File: config.mk
export PLATFORM = sky130hd
export DESIGN_NAME = jt10_adpcma_rom_resp
export DESIGN_NICKNAME = d
export VERILOG_FILES = /design/src/rtl/jt10_adpcma_rom_pkg.sv /design/src/rtl/jt10_adpcma_tagcam.sv /design/src/rtl/jt10_adpcma_rom_resp.sv
export SDC_FILE = /design/constraint.sdc
export NUM_CORES = 1
export LEC_CHECK = 0
export CAP_MARGIN = 10
export CORE_MARGIN = 2
export CORE_UTILIZATION = 55
export CTS_CLUSTER_DIAMETER = 120
export DETAILED_ROUTE_END_ITERATION = 10
export PLACE_DENSITY = 0.69
export RECOVER_POWER = 100
export REMOVE_ABC_BUFFERS = 1
export SYNTH_ARGS = -nofsm -noshare
export SYNTH_HDL_FRONTEND = slang
export SYNTH_SLANG_ARGS = --single-unit
File: constraint.sdc
create_clock -name clk -period 6.61 [get_ports clk]
set_clock_uncertainty 0.15 [all_clocks]
set_input_delay 0.9915 -clock clk [delete_from_list [all_inputs] [get_ports clk]]
set_output_delay 0.9915 -clock clk [all_outputs]
set_load 0.005 [all_outputs]
File: src/rtl/jt10_adpcma_rom_pkg.sv
// Shared types and widths for the ADPCM-A ROM responder and its tag CAM.
package jt10_adpcma_rom_pkg;

    localparam int KEY_W  = 24;
    localparam int DATA_W = 8;

    typedef enum logic [1:0] {
        IDLE  = 2'd0,
        REQ_D = 2'd1,
        REQ_P = 2'd2
    } state_t;

    typedef struct packed {
        logic             valid;
        logic [KEY_W-1:0] key;
    } slot_t;

endpackage

File: src/rtl/jt10_adpcma_tagcam.sv
// Fully-associative byte cache: key compare, one-hot hit mux, flush and
// round-robin replacement with in-place update of duplicate keys.
module jt10_adpcma_tagcam
    import jt10_adpcma_rom_pkg::*;
#(
    parameter int ENTRIES = 8
) (
    input  logic              clk,
    input  logic              rst_n,
    input  logic              flush,
    input  logic [KEY_W-1:0]  lk_key,
    output logic              lk_hit,
    output logic [DATA_W-1:0] lk_data,
    input  logic [KEY_W-1:0]  pf_key,
    output logic              pf_hit,
    input  logic              wr_en,
    input  logic [KEY_W-1:0]  wr_key,
    input  logic [DATA_W-1:0] wr_data
);

    localparam int IW = $clog2(ENTRIES);

    logic [ENTRIES-1:0] valid;
    logic [KEY_W-1:0]   keys [ENTRIES];
    logic [DATA_W-1:0]  data [ENTRIES];
    logic [IW-1:0]      ptr;

    logic [ENTRIES-1:0] lk_vec;
    logic [ENTRIES-1:0] pf_vec;
    logic [ENTRIES-1:0] wr_vec;
    logic [IW-1:0]      wr_idx;
    logic               wr_dup;

    always_comb begin
        lk_vec = '0;
        pf_vec = '0;
        wr_vec = '0;
        for (int i = 0; i < ENTRIES; i++) begin
            lk_vec[i] = valid[i] && (keys[i] == lk_key);
            pf_vec[i] = valid[i] && (keys[i] == pf_key);
            wr_vec[i] = valid[i] && (keys[i] == wr_key);
        end
    end

    // Keys are unique, so the hit vector is one-hot and an OR-mux is enough.
    always_comb begin
        lk_data = '0;
        for (int i = 0; i < ENTRIES; i++) begin
            lk_data = lk_data | (data[i] & {DATA_W{lk_vec[i]}});
        end
    end

    assign lk_hit = |lk_vec;
    assign pf_hit = |pf_vec;

    always_comb begin
        wr_idx = ptr;
        wr_dup = 1'b0;
        for (int i = 0; i < ENTRIES; i++) begin
            if (wr_vec[i]) begin
                wr_idx = IW'(i);
                wr_dup = 1'b1;
            end
        end
    end

    always_ff @(posedge clk or negedge rst_n) begin
        if (!rst_n) begin
            valid <= '0;
            ptr   <= '0;
            for (int i = 0; i < ENTRIES; i++) begin
                keys[i] <= '0;
                data[i] <= '0;
            end
        end else if (flush) begin
            valid <= '0;
        end else if (wr_en) begin
            valid[wr_idx] <= 1'b1;
            keys[wr_idx]  <= wr_key;
            data[wr_idx]  <= wr_data;
            if (!wr_dup) begin
                ptr <= ptr + IW'(1);
            end
        end
    end

endmodule

File: src/rtl/jt10_adpcma_rom_resp.sv
// ADPCM-A sample ROM responder: serves fixed-timing driver reads from a small
// cache, filling misses and next-byte prefetches from a variable-latency port.
//
// state | meaning
// IDLE  | no request outstanding; issues D first, then P
// REQ_D | demand fill in flight, waiting for mem_ack
// REQ_P | prefetch fill in flight, waiting for mem_ack
module jt10_adpcma_rom_resp
    import jt10_adpcma_rom_pkg::*;
#(
    parameter int               ENTRIES  = 8,
    parameter logic [KEY_W-1:0] BASE     = 24'h000000,
    parameter int               PREFETCH = 1
) (
    input  logic              clk,
    input  logic              rst_n,
    input  logic              cen,
    input  logic [19:0]       addr,
    input  logic [3:0]        bank,
    input  logic              roe_n,
    input  logic              flush,
    output logic [DATA_W-1:0] dout,
    output logic [KEY_W-1:0]  mem_addr,
    output logic              mem_req,
    input  logic              mem_ack,
    input  logic [DATA_W-1:0] mem_data,
    output logic              miss
);

    state_t           state;
    slot_t            slot_d;
    slot_t            slot_p;
    logic [KEY_W-1:0] req_key;
    logic             discard;

    logic [KEY_W-1:0]  key;
    logic [KEY_W-1:0]  next_key;
    logic              lookup;
    logic              fill_ok;
    logic              bypass;
    logic              hit;
    logic              d_issued;
    logic              pf_skip;
    logic              lk_hit;
    logic              pf_hit;
    logic [DATA_W-1:0] lk_data;

    assign key      = {bank, addr};
    assign next_key = req_key + KEY_W'(1);
    assign lookup   = cen && !roe_n;

    // A flush in this cycle or earlier in the transaction voids the fill.
    assign fill_ok  = mem_ack && (state != IDLE) && !discard && !flush;
    assign bypass   = fill_ok && (req_key == key);
    assign hit      = !flush && (bypass || lk_hit);

    // D counts as issued on the very edge IDLE launches it, so a miss cannot
    // overwrite the key that is already on mem_addr.
    assign d_issued = (state == REQ_D) || ((state == IDLE) && slot_d.valid && !flush);
    assign pf_skip  = pf_hit || (slot_d.valid && (slot_d.key == next_key));

    jt10_adpcma_tagcam #(
        .ENTRIES (ENTRIES)
    ) u_tagcam (
        .clk     (clk),
        .rst_n   (rst_n),
        .flush   (flush),
        .lk_key  (key),
        .lk_hit  (lk_hit),
        .lk_data (lk_data),
        .pf_key  (next_key),
        .pf_hit  (pf_hit),
        .wr_en   (fill_ok),
        .wr_key  (req_key),
        .wr_data (mem_data)
    );

    always_ff @(posedge clk or negedge rst_n) begin
        if (!rst_n) begin
            state    <= IDLE;
            slot_d   <= '0;
            slot_p   <= '0;
            req_key  <= '0;
            discard  <= 1'b0;
            mem_req  <= 1'b0;
            mem_addr <= '0;
            dout     <= '0;
            miss     <= 1'b0;
        end else begin
            miss <= 1'b0;
            if (lookup) begin
                if (hit) begin
                    dout <= bypass ? mem_data : lk_data;
                end else begin
                    miss <= 1'b1;
                end
            end

            if (flush) begin
                slot_p.valid <= 1'b0;
                if (state != REQ_D) begin
                    slot_d.valid <= 1'b0;
                end
            end

            case (state)
                IDLE: begin
                    if (!flush) begin
                        if (slot_d.valid) begin
                            req_key  <= slot_d.key;
                            mem_addr <= BASE + slot_d.key;
                            mem_req  <= 1'b1;
                            state    <= REQ_D;
                        end else if (slot_p.valid) begin
                            req_key  <= slot_p.key;
                            mem_addr <= BASE + slot_p.key;
                            mem_req  <= 1'b1;
                            state    <= REQ_P;
                        end
                    end
                end
                REQ_D, REQ_P: begin
                    if (flush) begin
                        discard <= 1'b1;
                    end
                    if (mem_ack) begin
                        mem_req <= 1'b0;
                        discard <= 1'b0;
                        state   <= IDLE;
                        if (state == REQ_D) begin
                            slot_d.valid <= 1'b0;
                            if (fill_ok && (PREFETCH != 0) && !pf_skip) begin
                                slot_p.valid <= 1'b1;
                                slot_p.key   <= next_key;
                            end
                        end else begin
                            slot_p.valid <= 1'b0;
                        end
                    end
                end
                default: begin
                    state   <= IDLE;
                    mem_req <= 1'b0;
                end
            endcase

            // Placed after the flush clear: a lookup alongside flush is a
            // post-flush miss and still records its key.
            if (lookup && !hit && !d_issued) begin
                slot_d.valid <= 1'b1;
                slot_d.key   <= key;
            end
        end
    end

endmodule

==> flow_summary.json <==
{
  "synth_seq_area_share": 0.364,
  "h-tree-depth": 2,
  "crit_chain": "clkbuf_1, nand4_1, nor4_4, buf_4, xnor2_2, o32ai_1, or4_1, nor3_1, and4_4, nor4_1, or3b_1, buf_12, mux2_2",
  "status": "finished, violations left",
  "drt_iter0_markers": 3178,
  "cp-end-kind": "register",
  "crit_slowest_cell": "nand4_1",
  "crit_path_max_fanout": 24,
  "rsz0062_at_grt": "false",
  "antenna_found_initial": 3,
  "num_rows": 77,
  "tns_ns": 0,
  "placed_cells_incl_taps": 2940,
  "synthCells": 2366,
  "port_buffers": 71,
  "pre_cts_slack_ns": 1.09,
  "p_per_area_nw_per_um2": 497,
  "grt_pass1_vias": 20800,
  "cap_violations": 6,
  "wl_per_cell_um": 36.7,
  "crit_path_end": "slot_p[17]",
  "drcViolationCount": 0,
  "fmax_mhz": 162,
  "grt.total_usage": 0.479,
  "die_h_um": 214,
  "p_leak_nw": 11.7,
  "drtAntennaViolNets": 0,
  "overflow": 0,
  "yosys_warnings": 0,
  "critPathRequiredTime_ns": 6.93,
  "synth-seq-cells": 354,
  "ir_drop_mv": 0.283,
  "viasPerCell": 7.03,
  "r2r_end": "slot_p[17]",
  "core-area_um2": 43900,
  "layout.nets": 2437,
  "clk_path_buf_depth": 3,
  "clock_sinks": 354,
  "cp-startpoint": "req_key[1]",
  "die-width_um": 214,
  "synth_edf_count": 0,
  "violations": "capacitance limit, slew limit",
  "critPathMaxStageDelay_ns": 0.97,
  "cts_resized": 0,
  "r2r_start": "req_key[1]",
  "pin_count": 72,
  "design_area_um2": 27500,
  "critPathArrivalTime_ns": 6.49,
  "startpoint_type": "register",
  "reg2reg_depth": 13,
  "netlist_area_um2": 24300,
  "cts_root_buffer": "clkbuf_16",
  "post-cts-setup-buffer-count": 0,
  "tightest_slew_ns": 3.49,
  "cts_buffers": 42,
  "syn_avg_cell_area_um2": 10.3,
  "finalHoldViolations": 0,
  "grt_max_degree": 128,
  "clock_latency_ns": 0.60,
  "post_dp_cell_area_um2": 26000,
  "path_clk_slew_ns": 0.06,
  "setup_slack_ns": 0.438,
  "dieArea_um2": 45900,
  "slew_violations": 328,
  "power_mw": 13.7,
  "cts_tree": "built",
  "r2r_slack_ns": 0.44,
  "finalCriticalPeriod_ns": 6.17,
  "gp_congestion": 1.14,
  "drt_first_pass_iters": 7,
  "hpwl_um": 76600,
  "synthFlopType": "dfrtp_1",
  "vias": 21300,
  "yosys.cell_types.count": 91,
  "grt_pass1_wl_um": 156000,
  "postCtsHoldBufs": 0,
  "synthArstFlopShare": 1.00,
  "syn_to_final_growth_pct": 12.9,
  "post-route-period-util": 0.934,
  "start_util": 0.554,
  "relSlewSlack": -1.33,
  "path_class": "reg -> reg",
  "layout-drive-gt1-share": 0.214,
  "layout.cells.non_filler": 3027,
  "setup_viol": 0,
  "min_path_type": "in -> async",
  "drt-total-wl_um": 111000
}
## state kept, by name (all words and copies together) (netlist names)
register and flops:
slot_p 25, mem_req 1, u_tagcam.ptr 3, req_key 24, slot_d 25, discard 1, u_tagcam.keys 192, u_tagcam.valid 8
dout 8, u_tagcam.data 64, state 2, miss 1
## power by group
part,leakage [nW],switching [mW],internal [mW]
registers,4.53,1.31,2.83
logic,6.44,4.08,2.80
clock network,0.741,1.03,1.61
total,11.7,6.42,7.24
## cell usage after synthesis (all sizes together) (16+ instances only)
library cell	count	share of area
a22oi	17	0.0052
xor2	220	0.080
nand4	68	0.018
xnor3	18	0.017
nor2	87	0.015
a21oi	64	0.013
inv	51	0.0079
mux2	297	0.14
and2	16	0.0041
buf	90	0.019
nor3	48	0.010
and3	16	0.0041
mux2i	54	0.022
nor4	79	0.022
xnor2	342	0.12
dfrtp	354	0.36
clkbuf	124	0.019
nand2	52	0.0080
nand3	80	0.017
o21ai	43	0.0093
## final cells by class
cell class,count,area (um^2)
Fill cell,3714,16500
Tap cell,592,741
Sequential cell,354,8860
Timing Repair Buffer,199,1690
Clock buffer,56,1170
Multi-Input combinational cell,1745,14400
Inverter,53,199
Antenna cell,7,17.5
Clock inverter,21,367
## worst max-delay path, delay by kind of cell, from the launching register on
| family | cells | cell delay [ns] |
|---|---|---|
| buffers and inverters | 3 | 1.37 |
| AOI/OAI and AO/OA | 1 | 0.24 |
| xor gates and xnor gates | 1 | 0.41 |
| muxes | 1 | 0.36 |
| DFF | 1 | 0.38 |
| and+or+nand+nor | 7 | 3.09 |
## per-layer routing
layer	routed length (um)	up-vias	share of wire	global-route usage
met4	9080	0	0.082	0.320
met3	15100	497	0.14	0.148
li1	-	8470	-	-
met5	0	-	0	0.00521
met1	41800	10500	0.38	0.635
met2	45100	1782	0.41	0.671
## metrics by stage
step / utilization / hold WS, ns
finish: 0.625 / 0.303
global route: 0.625 / 0.359
CTS: 0.626 / 0.329
detailed placement: 0.591 / 0.320
global placement: 0.591 / 0.312
floorplan: - / 0.294
## logic make-up (layout without fill, tap and decap cells)
kind of cell,Yosys count,after routing,share of synthesized area
mux,351,351,0.160
other cells,0,7,0
flops,354,354,0.364
fa+ha+maj,5,5,0.00247
buf+inv,267,329,0.0464
compound gates,284,284,0.0827
simple gates,525,525,0.124
xor+xnor,580,580,0.220
## placed cells by master (no fill, tap or decap), drive strengths merged, types with 12 or more instances in the layout
cell type,n
dlygate4sd3,14
mux2,297
nand2b,14
nand3,80
a21oi,64
a221oi,12
and3,16
dfrtp,354
buf,112
nor3,48
clkdlybuf4s50,56
a22oi,17
xnor2,342
clkbuf,73
nand2,52
a2111oi,12
xor2,220
and2,16
nand4,68
xnor3,18
nor2,87
o21ai,43
mux2i,54
nor4,79
inv,55
## worst min-delay path by stage
stage / startpoint / endpoint / slack [ns] / cells past startpoint
2_1_floorplan: u_tagcam.ptr[2] / u_tagcam.ptr[2] / 0.29 / 1
3_3_place_gp: u_tagcam.ptr[2] / u_tagcam.ptr[2] / 0.31 / 1
3_5_place_dp: u_tagcam.ptr[2] / u_tagcam.ptr[2] / 0.32 / 1
4_1_cts: rst_n / u_tagcam.keys[56] / 0.33 / 1
5_1_grt: mem_req / mem_req / 0.36 / 1
6_report: rst_n / u_tagcam.keys[66] / 0.30 / 1
No activity file was read; power rests on OpenSTA's default activity.
